[config.mk]
export PLATFORM = sky130hd
export DESIGN_NAME = imem_loader_flat
export DESIGN_NICKNAME = d
export VERILOG_FILES = /design/src/rtl/imem_loader_if.sv /design/src/rtl/imem_loader.sv /design/src/flat_wrapper.sv
export SDC_FILE = /design/constraint.sdc
export NUM_CORES = 1
export LEC_CHECK = 0
export ABC_AREA = 1
export CORE_MARGIN = 2
export CORE_UTILIZATION = 34
export DETAILED_ROUTE_END_ITERATION = 7
export GPL_TIMING_DRIVEN = 0
export PLACE_DENSITY_LB_ADDON = 0.05
export SETUP_SLACK_MARGIN = 0.5
export SYNTH_ARGS = -nofsm -noshare
export SYNTH_HDL_FRONTEND = slang
export SYNTH_SLANG_ARGS = --single-unit
export TNS_END_PERCENT = 50
[constraint.sdc]
create_clock -name clk -period 2.12 [get_ports clk]
set_input_delay 0.636 -clock clk [delete_from_list [all_inputs] [get_ports clk]]
set_output_delay 0.636 -clock clk [all_outputs]
set_load 0.02 [all_outputs]
[src/rtl/imem_loader_if.sv]
// Handshake and memory-write bundle between the byte-stream source,
// the instruction-memory loader and the instruction store.
interface imem_loader_if #(
    parameter int LEN_W = 17
);
    logic             start;
    logic [LEN_W-1:0] len;
    logic             in_valid;
    logic [7:0]       in_data;
    logic             in_ready;
    logic             mem_we;
    logic [31:0]      mem_addr;
    logic [31:0]      mem_wdata;
    logic             busy;
    logic             done;
    logic             cpu_hold;
    logic [31:0]      checksum;

    modport master (
        output start, len, in_valid, in_data,
        input  in_ready, mem_we, mem_addr, mem_wdata, busy, done, cpu_hold, checksum
    );

    modport slave (
        input  start, len, in_valid, in_data,
        output in_ready, mem_we, mem_addr, mem_wdata, busy, done, cpu_hold, checksum
    );
endinterface

[src/rtl/imem_loader.sv]
// Instruction-memory loader: packs a little-endian byte stream into 32-bit
// words, writes them to the word-addressed store and keeps the core in reset.
module imem_loader #(
    parameter int          LEN_W     = 17,
    parameter logic [31:0] BASE_ADDR = 32'h0
) (
    input  logic       clk,
    input  logic       reset,
    imem_loader_if.slave bus
);

    typedef enum logic [1:0] {
        IDLE  = 2'd0,
        RECV  = 2'd1,
        WRITE = 2'd2,
        DONE  = 2'd3
    } state_t;

    state_t           state;
    logic [LEN_W-1:0] len_q;
    logic [LEN_W-1:0] count;
    logic [1:0]       idx;
    logic [23:0]      wbuf;
    logic [LEN_W-1:0] count_nxt;

    function automatic logic [31:0] word_addr(input logic [LEN_W-1:0] n);
        return BASE_ADDR + 32'(n);
    endfunction

    function automatic logic [31:0] csum_add(input logic [31:0] acc, input logic [31:0] w);
        return acc + w;
    endfunction

    always_comb begin
        count_nxt = count + 1'b1;
    end

    always_ff @(posedge clk) begin
        if (reset) begin
            state         <= IDLE;
            len_q         <= '0;
            count         <= '0;
            idx           <= 2'd0;
            bus.in_ready  <= 1'b0;
            bus.mem_we    <= 1'b0;
            bus.mem_addr  <= 32'h0;
            bus.mem_wdata <= 32'h0;
            bus.busy      <= 1'b0;
            bus.done      <= 1'b0;
            bus.cpu_hold  <= 1'b1;
            bus.checksum  <= 32'h0;
        end else begin
            case (state)
                IDLE: begin
                    if (bus.start) begin
                        bus.checksum <= 32'h0;
                        bus.cpu_hold <= 1'b1;
                        if (bus.len != '0) begin
                            len_q        <= bus.len;
                            count        <= '0;
                            idx          <= 2'd0;
                            bus.in_ready <= 1'b1;
                            bus.busy     <= 1'b1;
                            state        <= RECV;
                        end else begin
                            bus.done <= 1'b1;
                            state    <= DONE;
                        end
                    end
                end
                RECV: begin
                    // in_ready is high throughout RECV, so in_valid alone marks a handshake
                    if (bus.in_valid) begin
                        if (idx == 2'd3) begin
                            idx           <= 2'd0;
                            bus.in_ready  <= 1'b0;
                            bus.mem_we    <= 1'b1;
                            bus.mem_addr  <= word_addr(count);
                            bus.mem_wdata <= {bus.in_data, wbuf};
                            state         <= WRITE;
                        end else begin
                            idx <= idx + 2'd1;
                        end
                    end
                end
                WRITE: begin
                    bus.mem_we   <= 1'b0;
                    bus.checksum <= csum_add(bus.checksum, bus.mem_wdata);
                    count        <= count_nxt;
                    if (count_nxt == len_q) begin
                        bus.busy <= 1'b0;
                        bus.done <= 1'b1;
                        state    <= DONE;
                    end else begin
                        bus.in_ready <= 1'b1;
                        state        <= RECV;
                    end
                end
                DONE: begin
                    bus.done     <= 1'b0;
                    bus.cpu_hold <= 1'b0;
                    state        <= IDLE;
                end
                default: state <= IDLE;
            endcase
        end
    end

    // Byte buffer is pure data: a stale partial word is harmless because idx restarts at 0.
    always_ff @(posedge clk) begin
        if (state == RECV && bus.in_valid) begin
            case (idx)
                2'd0:    wbuf[7:0]   <= bus.in_data;
                2'd1:    wbuf[15:8]  <= bus.in_data;
                2'd2:    wbuf[23:16] <= bus.in_data;
                default: wbuf        <= wbuf;
            endcase
        end
    end

endmodule
[src/flat_wrapper.sv]
// flat-port wrapper written by rule: the top's interface ports become plain ports
module imem_loader_flat 
#(
    parameter int          LEN_W     = 17,
    parameter logic [31:0] BASE_ADDR = 32'h0
)
  (clk, reset, bus_start, bus_len, bus_in_valid, bus_in_data, bus_in_ready, bus_mem_we, bus_mem_addr, bus_mem_wdata, bus_busy, bus_done, bus_cpu_hold, bus_checksum);
  imem_loader_if #(.LEN_W(LEN_W)) bus_i ();
  input  logic clk;
  input  logic reset;
  input wire logic [$bits(bus_i.start)-1:0] bus_start;
  input wire logic [$bits(bus_i.len)-1:0] bus_len;
  input wire logic [$bits(bus_i.in_valid)-1:0] bus_in_valid;
  input wire logic [$bits(bus_i.in_data)-1:0] bus_in_data;
  output wire logic [$bits(bus_i.in_ready)-1:0] bus_in_ready;
  output wire logic [$bits(bus_i.mem_we)-1:0] bus_mem_we;
  output wire logic [$bits(bus_i.mem_addr)-1:0] bus_mem_addr;
  output wire logic [$bits(bus_i.mem_wdata)-1:0] bus_mem_wdata;
  output wire logic [$bits(bus_i.busy)-1:0] bus_busy;
  output wire logic [$bits(bus_i.done)-1:0] bus_done;
  output wire logic [$bits(bus_i.cpu_hold)-1:0] bus_cpu_hold;
  output wire logic [$bits(bus_i.checksum)-1:0] bus_checksum;
  assign bus_i.start = bus_start;
  assign bus_i.len = bus_len;
  assign bus_i.in_valid = bus_in_valid;
  assign bus_i.in_data = bus_in_data;
  assign bus_in_ready = bus_i.in_ready;
  assign bus_mem_we = bus_i.mem_we;
  assign bus_mem_addr = bus_i.mem_addr;
  assign bus_mem_wdata = bus_i.mem_wdata;
  assign bus_busy = bus_i.busy;
  assign bus_done = bus_i.done;
  assign bus_cpu_hold = bus_i.cpu_hold;
  assign bus_checksum = bus_i.checksum;
  imem_loader #(.LEN_W(LEN_W), .BASE_ADDR(BASE_ADDR)) u_core (.clk(clk), .reset(reset), .bus(bus_i));
endmodule
==> impl_metrics.yaml <==
critical_path:
  cp_cell_sequence: "ha_4 -> fa_2 -> nand3_2 -> nand2_4 -> a21oi_4 -> inv_2 -> nand3_2 -> nand3_4 -> or2_4 -> nand3_2 -> a21oi_1"
  cpLargestDelayFamily: "simple AND/OR/NAND/NOR gates"
  critPathMaxStageDelay_ps: 350
  critPathBufInv: 1
  cp_max_fo: 3
  cpMaxStageDelayCell: "dfxtp_4"
  cp_common_cell: "nand3_2"
  worstPathArrival_ps: 2280
  required_ps: 2400
  worstSetupEndpointType: "register"
  rrSetupSlack_ps: 120
  start_kind: "register"
  crit_type: "register to register"
synth:
  avgSynthCellArea_um2: 7.366
  synth_flop_cell: "dfxtp_1"
  yosysUniqueCellTypes: 39
  synth-edff-count: 24
  yosysWarningCount: 0
  synthCells: 1044
  synthArstFlopShare: 0
  ys_seq_area_frac: 0.4165
  syn-cell-area_um2: 7690
  ys_seq_elements: 148
power_and_ir_drop:
  power_frac_comb: 0.207
  vdd_drop_max_mv: 0.4967
  power.net_switching_uw: 2336
  leakage_uw: 0.004856
  p_per_area_nw_per_um2: 674.0
  p_int_uw: 5460
  switching_share: 0.2996
  seqPwrFrac: 0.398
  power_uw: 7796
  pwr-share-clk: 0.395
drt:
  routedWlPerCell_um: 17.46
  drtAntennaViolNets: 0
  drc_errors: 0
  drt_iter0_drc: 393
  vias_per_cell: 4.962
  finalWirelength_um: 26890
  first_pass_iters: 5
  vias: 7642
finish:
  area_delta_synth_final_pct: 50.41
  stdcell_count: 1540
  num_antenna_cells: 0
  multiInputGateArea_um2: 5254
  seq_area_um2: 3334
  final_area_um2: 11570
  drive_gt1_frac: 0.3968
  num-fill-cells: 2196
  fin_nets: 1308
sta:
  clock.fmax_mhz: 499.6
  worst_pin_slew_ps: 679.2
  slew-limit-headroom: 0.5472
  fin_hold_ws_ps: 457.6
  setup_ws_ps: 118.2
  setup_viol: 0
  rsz0062_at_grt: "true"
  finalHoldViolations: 0
  finalMaxSlewViolations: 0
  fin_crit_sh: 0.9442
  fin_worst_skew_ps: 10.51
  min_period_ps: 2002
clocking:
  tritoncts: "done"
  clk_path_buf_depth: 2
  htreeDepth: 4
  hold_buffers: 0
  numCtsBuffers: 17
  clk_latency_ps: 420
  cts_root_buffer: "clkbuf_16"
  clkTransAtPathRegs_ps: 70
  clock_sinks: 148
placement:
  dp.cells: 1456
  gp_congestion: 0.9252
  preCtsSetupSlack_ps: -846.7
  port_buffers: 113
  placement.cell_area_um2: 9637
  hpwl_um: 19540
grt:
  grt_pass1_vias: 7358
  antenna_found_initial: 0
  grtUsageTotal: 0.2213
  grt_max_degree: 17
  overflow: 0
  grt_pass1_wl_um: 40680
worst_hold_path:
  hold_path.class: "register to register"
floorplanning:
  ios: 130
  die_height_um: 154.4
  start_util: 0.3428
  core_area_um2: 22430
  die-width_um: 154.4
  die-area_um2: 23840
  rows: 55
run_status:
  outcome: "complete, no violations"
job:
  drv_cap: 0
what timing repair did:
| action | CTS | global route |
|---|---|---|
| endpoints found under the hold margin | 0 | 0 |
| setup buffers | 28 | 20 |
| gates cloned | 4 | 0 |
| endpoints found under the setup margin | 233 | 220 |
| gates resized for setup | 397 | 274 |
| pin swaps | 51 | 45 |
layout by cell type (no fill, tap or decap), drive strengths merged, types with 4 or more instances in the layout:
cell,netlist,routed
o21ai,105,105
nand4,7,7
xor2,9,9
o21a,5,5
nand3,60,60
nand3b,8,8
clkbuf,27,74
inv,71,72
nand2,205,205
clkdlybuf4s50,0,9
clkinv,1,7
nor2,155,155
nor3,10,10
ha,36,36
conb,1,15
or2,13,13
nor4,4,4
a21o,5,5
clkdlybuf4s15,0,4
o21bai,4,4
edfxtp,24,24
a21oi,133,133
buf,23,127
dlygate4sd2,0,21
dfxtp,124,124
metrics by stage:
step	utilization	TNS (ps)
after floorplan	-	0
after global placement	0.4296	-59210
after detailed placement	0.4296	-59370
after CTS	0.4938	0
after global routing	0.5156	0
final	0.5156	0
final cells by class:
class,instances,share of cell area
multi-input cells,788,0.4542
flip-flops and latches,148,0.2883
repair buffers,165,0.1193
clock buffers,21,0.04067
plain buffers,50,0.03159
well taps,285,0.03083
inverters,72,0.02423
clock inverters,11,0.01082
flip-flops by register name, summed over array words and instances, names as in the netlist, 2 cells and up:
| register | count |
|---|---|
| u_core.bus.checksum | 32 |
| u_core.state | 2 |
| u_core.wbuf | 24 |
| u_core.len_q | 17 |
| u_core.bus.mem_addr | 17 |
| u_core.idx | 2 |
| u_core.bus.mem_wdata | 32 |
| u_core.count | 17 |
logic make-up (layout without fill, tap and decap cells):
group | after synthesis | in the layout | share of synthesized area
buf+inv | 122 | 319 | 0.06752
other cells | 1 | 15 | 0.0004877
flops | 148 | 148 | 0.4165
simple gates | 462 | 462 | 0.2564
xor+xnor | 13 | 13 | 0.02034
compound gates | 261 | 261 | 0.1775
fa+ha+maj | 37 | 37 | 0.06118
per-layer routing:
layer  GRT usage  up-vias  wire, µm
met5           0        -         0
met4     0.06790        0       670
met3     0.03418       31       894
met2      0.4012      145     13540
met1      0.2702     3585     11790
li1            -     3881         -
Yosys cell counts (2+ instances only):
library cell,instances,area [µm²]
nand2_1,198,743.2
nor2_1,146,548.0
a21oi_1,133,665.6
dfxtp_1,124,2482
o21ai_0,103,515.5
inv_1,70,262.8
nand3_1,60,300.3
ha_1,36,450.4
clkbuf_1,27,101.4
edfxtp_1,24,720.7
buf_4,15,112.6
or2_2,13,81.33
nor3_1,10,50.05
xor2_1,9,78.83
nand3b_1,8,60.06
nand4_1,7,43.79
nand2_2,6,37.54
nor2_2,6,37.54
a21o_1,5,37.54
o21a_1,5,37.54
buf_1,4,15.01
buf_2,4,20.02
nor4_1,4,25.02
o21bai_1,4,30.03
a21boi_0,3,22.52
nor2_4,3,33.78
o211ai_1,3,22.52
o21ai_1,2,10.01
xnor3_1,2,45.04
power groups by stage:
stage	Clock [µW]	Combinational (µW)	Sequential, µW
4_1_cts	3150	1570	3100
3_3_place_gp	0	1190	3160
3_5_place_dp	0	1200	3160
5_1_grt	3250	1740	3110
2_1_floorplan	0	705	3160
6_report	3080	1620	3100
final timing paths:
path,endpoint,depth (start not counted),start
worst max register to register,u_core.bus.checksum[24],11,u_core.bus.checksum[0]
worst max-delay path,u_core.bus.checksum[24],11,u_core.bus.checksum[0]
worst min-delay path,u_core.bus.in_ready,2,u_core.bus.in_ready
worst min register to register,u_core.bus.in_ready,2,u_core.bus.in_ready
tightest hold or removal path: cells and delay by family, from the launching register on:
kind / cells / cell delay, ps
AOI/OAI and AO/OA: 1 / 50
buffers and inverters: 1 / 50
DFF: 1 / 310
Note: power is estimated with default switching activity, not from simulation.
